### src/rtl/alu_pkg.sv
// Shared definitions for the execute-stage ALU: datapath width, opcode
// encoding and the result pattern reported on the ABCD flag.
package alu_pkg;

    localparam int WIDTH = 32;

    localparam logic [31:0] ABCD_PATTERN = 32'h0000ABCD;

    typedef enum logic [2:0] {
        ALU_ADD  = 3'd0,
        ALU_SUB  = 3'd1,
        ALU_AND  = 3'd2,
        ALU_OR   = 3'd3,
        ALU_XOR  = 3'd4,
        ALU_SLL  = 3'd5,
        ALU_SRA  = 3'd6,
        ALU_ADD2 = 3'd7
    } alu_op_e;

endpackage

### src/rtl/alu_shifter.sv
// Combinational five-stage barrel shifter: logical left shift, or arithmetic
// (sign-filled) right shift when arith is set. Only the low 5 amount bits exist.
module alu_shifter #(
    parameter int WIDTH = 32
) (
    input  logic [WIDTH-1:0] a,
    input  logic [4:0]       shamt,
    input  logic             arith,
    output logic [WIDTH-1:0] y
);
    logic [WIDTH-1:0] stage [6];

    assign stage[0] = a;

    for (genvar k = 0; k < 5; k++) begin : g_stage
        localparam int N = 1 << k;
        logic [WIDTH-1:0] shl;
        logic [WIDTH-1:0] sra;

        assign shl = {stage[k][WIDTH-1-N:0], {N{1'b0}}};
        assign sra = {{N{stage[k][WIDTH-1]}}, stage[k][WIDTH-1:N]};
        assign stage[k+1] = !shamt[k] ? stage[k] : (arith ? sra : shl);
    end

    assign y = stage[5];

endmodule

### src/rtl/alu.sv
// Execute-stage ALU with one-cycle registered result, zero and 0xABCD flags.
// Defining ALU_EXT_FLAGS_EN adds registered N/C/V status outputs.
module alu #(
    parameter int WIDTH = alu_pkg::WIDTH
) (
    input  logic             clk,
    input  logic             rst,
    input  logic             in_valid,
    input  logic [2:0]       ALUcontrol,
    input  logic [WIDTH-1:0] A,
    input  logic [WIDTH-1:0] B,
    output logic [WIDTH-1:0] Output,
    output logic             Z,
    output logic             ABCD,
`ifdef ALU_EXT_FLAGS_EN
    output logic             N,
    output logic             C,
    output logic             V,
`endif
    output logic             out_valid
);
    import alu_pkg::*;

    alu_op_e          op;
    logic [WIDTH-1:0] add_sum;
    logic [WIDTH-1:0] sub_diff;
    logic [WIDTH-1:0] shift_y;
    logic [WIDTH-1:0] result;

    assign op = alu_op_e'(ALUcontrol);

`ifdef ALU_EXT_FLAGS_EN
    logic add_c;
    logic sub_c;
    logic c_next;
    logic v_next;

    // Subtract as A + ~B + 1 so the carry out is directly NOT borrow.
    assign {add_c, add_sum}  = {1'b0, A} + {1'b0, B};
    assign {sub_c, sub_diff} = {1'b0, A} + {1'b0, ~B} + {{WIDTH{1'b0}}, 1'b1};
`else
    assign add_sum  = A + B;
    assign sub_diff = A - B;
`endif

    alu_shifter #(
        .WIDTH (WIDTH)
    ) u_shifter (
        .a     (A),
        .shamt (B[4:0]),
        .arith (op == ALU_SRA),
        .y     (shift_y)
    );

    always_comb begin
        result = '0;
        unique case (op)
            ALU_ADD, ALU_ADD2: result = add_sum;
            ALU_SUB:           result = sub_diff;
            ALU_AND:           result = A & B;
            ALU_OR:            result = A | B;
            ALU_XOR:           result = A ^ B;
            ALU_SLL, ALU_SRA:  result = shift_y;
            default:           result = '0;
        endcase
    end

`ifdef ALU_EXT_FLAGS_EN
    always_comb begin
        c_next = 1'b0;
        v_next = 1'b0;
        unique case (op)
            ALU_ADD, ALU_ADD2: begin
                c_next = add_c;
                v_next = (A[WIDTH-1] == B[WIDTH-1]) && (add_sum[WIDTH-1] != A[WIDTH-1]);
            end
            ALU_SUB: begin
                c_next = sub_c;
                v_next = (A[WIDTH-1] != B[WIDTH-1]) && (sub_diff[WIDTH-1] != A[WIDTH-1]);
            end
            default: begin
                c_next = 1'b0;
                v_next = 1'b0;
            end
        endcase
    end

    always_ff @(posedge clk or posedge rst) begin
        if (rst) begin
            N <= 1'b0;
            C <= 1'b0;
            V <= 1'b0;
        end else if (in_valid) begin
            N <= result[WIDTH-1];
            C <= c_next;
            V <= v_next;
        end
    end
`endif

    // Flags come from the same value that is registered into Output.
    always_ff @(posedge clk or posedge rst) begin
        if (rst) begin
            Output    <= '0;
            Z         <= 1'b0;
            ABCD      <= 1'b0;
            out_valid <= 1'b0;
        end else begin
            out_valid <= in_valid;
            if (in_valid) begin
                Output <= result;
                Z      <= (result == '0);
                ABCD   <= (result == ABCD_PATTERN);
            end
        end
    end

endmodule

### config.mk
export PLATFORM = sky130hd
export DESIGN_NAME = alu
export DESIGN_NICKNAME = d
export VERILOG_FILES = /design/src/rtl/alu_pkg.sv /design/src/rtl/alu_shifter.sv /design/src/rtl/alu.sv
export SDC_FILE = /design/constraint.sdc
export NUM_CORES = 1
export LEC_CHECK = 0
export ABC_AREA = 1
export CORE_ASPECT_RATIO = 0.5
export CORE_MARGIN = 3
export CORE_UTILIZATION = 30
export CTS_CLUSTER_SIZE = 14
export DETAILED_ROUTE_END_ITERATION = 8
export GPL_ROUTABILITY_DRIVEN = 0
export PLACE_DENSITY_LB_ADDON = 0.05
export SETUP_SLACK_MARGIN = 0.02
export SLEW_MARGIN = 20
export SYNTH_ARGS = -nofsm -noshare
export SYNTH_HDL_FRONTEND = slang
export SYNTH_SLANG_ARGS = --single-unit
### constraint.sdc
create_clock -name clk -period 1.8 [get_ports clk]
set_input_delay 0.36 -clock clk [delete_from_list [all_inputs] [get_ports clk]]
set_output_delay 0.36 -clock clk [all_outputs]
set_load 0.01 [all_outputs]
==> flow_summary_export.csv <==
group,metric,value,unit
clocking,clk_pin_slew_worst_paths,0.05,ns
pwr,vdd_drop_max,0.406,mV
floorplan,floorplan.initialDensity,0.311,
run_status,status,"finished, violations left",
yosys,synth.avg_cell_area,5.55,um2
floorplan,num_rows,44,
yosys,synth-edff-count,0,
sta,setup_viol_count_final,34,
route,wirelength,49500,um
place,io_buffers,104,
pwr,internal_power,4.24,mW
pwr,clkPwrFrac,0.106,
finish,drive_above_1_share,0.391,
route,vias,13747,
floorplan,die_y,130,um
pwr,pwr-share-comb,0.767,
grt,grt_antenna_before_repair,0,
floorplan,die_w,254,um
yosys,synth.top_cell.area_share,0.221,
sta,slew_headroom,0.469,
worst_setup_path,critPathKind,"input pin to flip-flop",
finish,areaGrowthSynthToFinish,77.0,%
pwr,leakagePower,8.33,nW
pwr,powerDensity,479,mW/mm2
yosys,syn_nets,1832,
run_status,violations,"setup timing",
place,dp_hpwl,39000,um
worst_setup_path,r2r_end,"Output[14]",
worst_setup_path,cp-start-kind,"input pin",
route,wl_per_cell,19.3,um
grt,grt_pass1_vias,12711,
clocking,clock_tree.buffer_depth,2,
yosys,synth_area,0.00924,mm2
yosys,yosysUniqueCellTypes,48,
worst_setup_path,critPathArrivalTime,4.12,ns
yosys,netlist_instances,1665,
yosys,synth-async-reset-ratio,1.00,
sta,fin_crit,3.90,ns
route,drc,0,
yosys,synthTopCellsByCount,"nand2_1 (544), nand3_1 (261), inv_1 (150)",
pwr,total_power,7.84,mW
clocking,clock_latency,0.27,ns
worst_setup_path,r2r_cells,1,
sta,hold_viol,0,
worst_setup_path,worst-path-max-fanout,4,
floorplan,fp.coreArea,0.0297,mm2
clocking,ctsRootBufferMaster,"clkbuf_16",
route,routed_via_density,5.37,
sta,fin_crit_sh,2.17,
sta,tightest_slew,0.796,ns
yosys,yosys.area.top_type,"nand2_1",
clocking,numCtsBuffers,5,
floorplan,dieArea,0.0331,mm2
sta,skew,0,ns
finish,post-route-util,0.551,
pwr,p_sw_frac,0.459,
grt,track_usage,0.287,
route,final_antenna_net_count,0,
yosys,ys_seq_area_frac,0.0948,
grt,grt_pass1_wl,73500,um
clocking,cts.sinks,35,
min_path,holdCritStartpoint,"Output[9]",
worst_setup_path,crit_path_end_kind,"flip-flop",
clocking,cts_tree,"built",
route,firstDrtPassIters,5,
sta,fin_ws,-2.10,ns
grt,gr-total-overflow,0,
finish,fin_nets,2337,
yosys,ys_top_cells_by_area,"nand2_1 (22%), nand3_1 (14%), ha_1 (13%), dfrtp_1 (9.5%), inv_1 (6.1%)",
finish,antenna_cells,0,
grt,grt_max_degree,64,
yosys,synthFlopType,"dfrtp_1",
finish,fill_cells,2893,
worst_setup_path,crit_start,"B[15]",
run,cap_violations,0,
sta,maxSlewViolCount,0,
worst_setup_path,reg2reg_slack,1.15,ns
pwr,p_sw,3.60,mW
floorplan,io_pins,105,
clocking,cts_max_level,2,
sta,rsz0062_at_grt,"yes",
route,drt-initial-drc-count,1583,
worst_setup_path,worstPathRequired,2.02,ns
yosys,yosysMostFrequentCell,"nand2_1",
sta,hold_ws,0.482,ns
sta,max_freq,256,MHz
pwr,p_seq_frac,0.127,
yosys,ys_seq_elements,35,
worst_setup_path,cp-endpoint,"Z",
yosys,synth_warnings,0,
min_path,hp-class,"flip-flop to flip-flop",
worst_setup_path,worstReg2RegStart,"Output[14]",
[metrics by stage]
step	std cells	setup TNS, ns	worst slack [ns]	instance area (um2)
6_report	2561	-47.52	-2.10	16400
5_1_grt	2561	-54.43	-2.33	16400
4_1_cts	2532	-50.53	-2.13	15100
3_5_place_dp	2474	-80.63	-3.13	13700
3_3_place_gp	2474	-79.57	-3.11	13700
2_1_floorplan	1665	-40.98	-2.17	9510
[worst max-delay path: stages]
cell	delay, ns
clkdlybuf4s50_1	0.51
buf_4	0.20
inv_1	0.07
nand4_1	0.11
nor4_1	0.30
nand3_1	0.16
nand2_1	0.16
o21ai_0	0.12
xor2_1	0.20
ha_4	0.34
nand2_1	0.11
buf_4	0.16
nor2_2	0.14
nand2_1	0.08
nor2_2	0.12
nor3_2	0.07
buf_4	0.13
a21oi_2	0.10
nor2_1	0.06
nor2_2	0.14
nand2_1	0.07
nor2_1	0.09
nand2_1	0.08
nor2_2	0.10
nand2_1	0.05
nand2_1	0.06
[metal layers]
metal / wire length [um] / global-route usage / vias to the layer above
met1: 24500 / 0.449 / 6472
met3: 4190 / 0.0331 / 77
met5: 0 / 0 / -
met4: 1070 / 0.0663 / 0
met2: 19700 / 0.414 / 601
li1: - / - / 6597
[layout by cell type (no fill, tap or decap), types with 35 or more instances in the layout]
master,netlist,final
buf_4,5,406
buf_6,7,49
clkdlybuf4s50_1,0,70
dfrtp_1,35,35
ha_1,96,79
inv_1,150,127
nand2_1,544,456
nand2_2,1,69
nand3_1,261,194
nand3_2,2,57
nand4_1,58,58
nor2_1,110,71
o21ai_0,86,46
[power groups by stage]
stage	logic, mW	registers [mW]	clock network, mW
2_1_floorplan	2.23	1.08	0
3_3_place_gp	4.70	1.01	0
3_5_place_dp	4.74	1.01	0
4_1_cts	5.36	1.00	0.861
5_1_grt	6.47	1.02	0.895
6_report	6.01	0.999	0.831
[layout make-up]
class / count / area (um2) / share of cell area
Multi-Input combinational cell: 1389 / 9110 / 0.557
Inverter: 161 / 657 / 0.0401
Clock buffer: 6 / 139 / 0.00849
Timing Repair Buffer: 577 / 5080 / 0.310
Tap cell: 391 / 489 / 0.0299
Timing Repair inverter: 1 / 7.51 / 0.000459
Clock inverter: 1 / 5.00 / 0.000306
Sequential cell: 35 / 876 / 0.0535
[timing repair]
| item | 4_1_cts | 5_1_grt |
|---|---|---|
| resized for setup | 262 | 257 |
| hold buffers | 0 | 0 |
| pin swaps | 138 | 105 |
| endpoints found under the setup margin | 34 | 34 |
| setup buffers | 56 | 37 |
| gates cloned | 2 | 2 |
[worst min-delay path by stage]
| stage | slack (ns) | endpoint | depth (start not counted) |
|---|---|---|---|
| floorplan | 0.39 | out_valid | 0 |
| global placement | 0.47 | Output[17] | 2 |
| detailed placement | 0.47 | Output[14] | 1 |
| CTS | 0.48 | Output[14] | 1 |
| global route | 0.51 | Output[20] | 2 |
| finish | 0.48 | Output[9] | 2 |
[state kept, by name, summed over array words and instances (netlist names)]
signal / cells
ABCD: 1
Z: 1
Output: 32
out_valid: 1
[cell families after synthesis]
group / count (synthesis) / share of synthesized area
buf+inv: 241 / 0.110
fa+ha+maj: 97 / 0.132
xor+xnor: 35 / 0.0332
simple gates: 1022 / 0.484
flops: 35 / 0.0948
compound gates: 235 / 0.147
No activity file was read; power rests on OpenSTA's default activity.
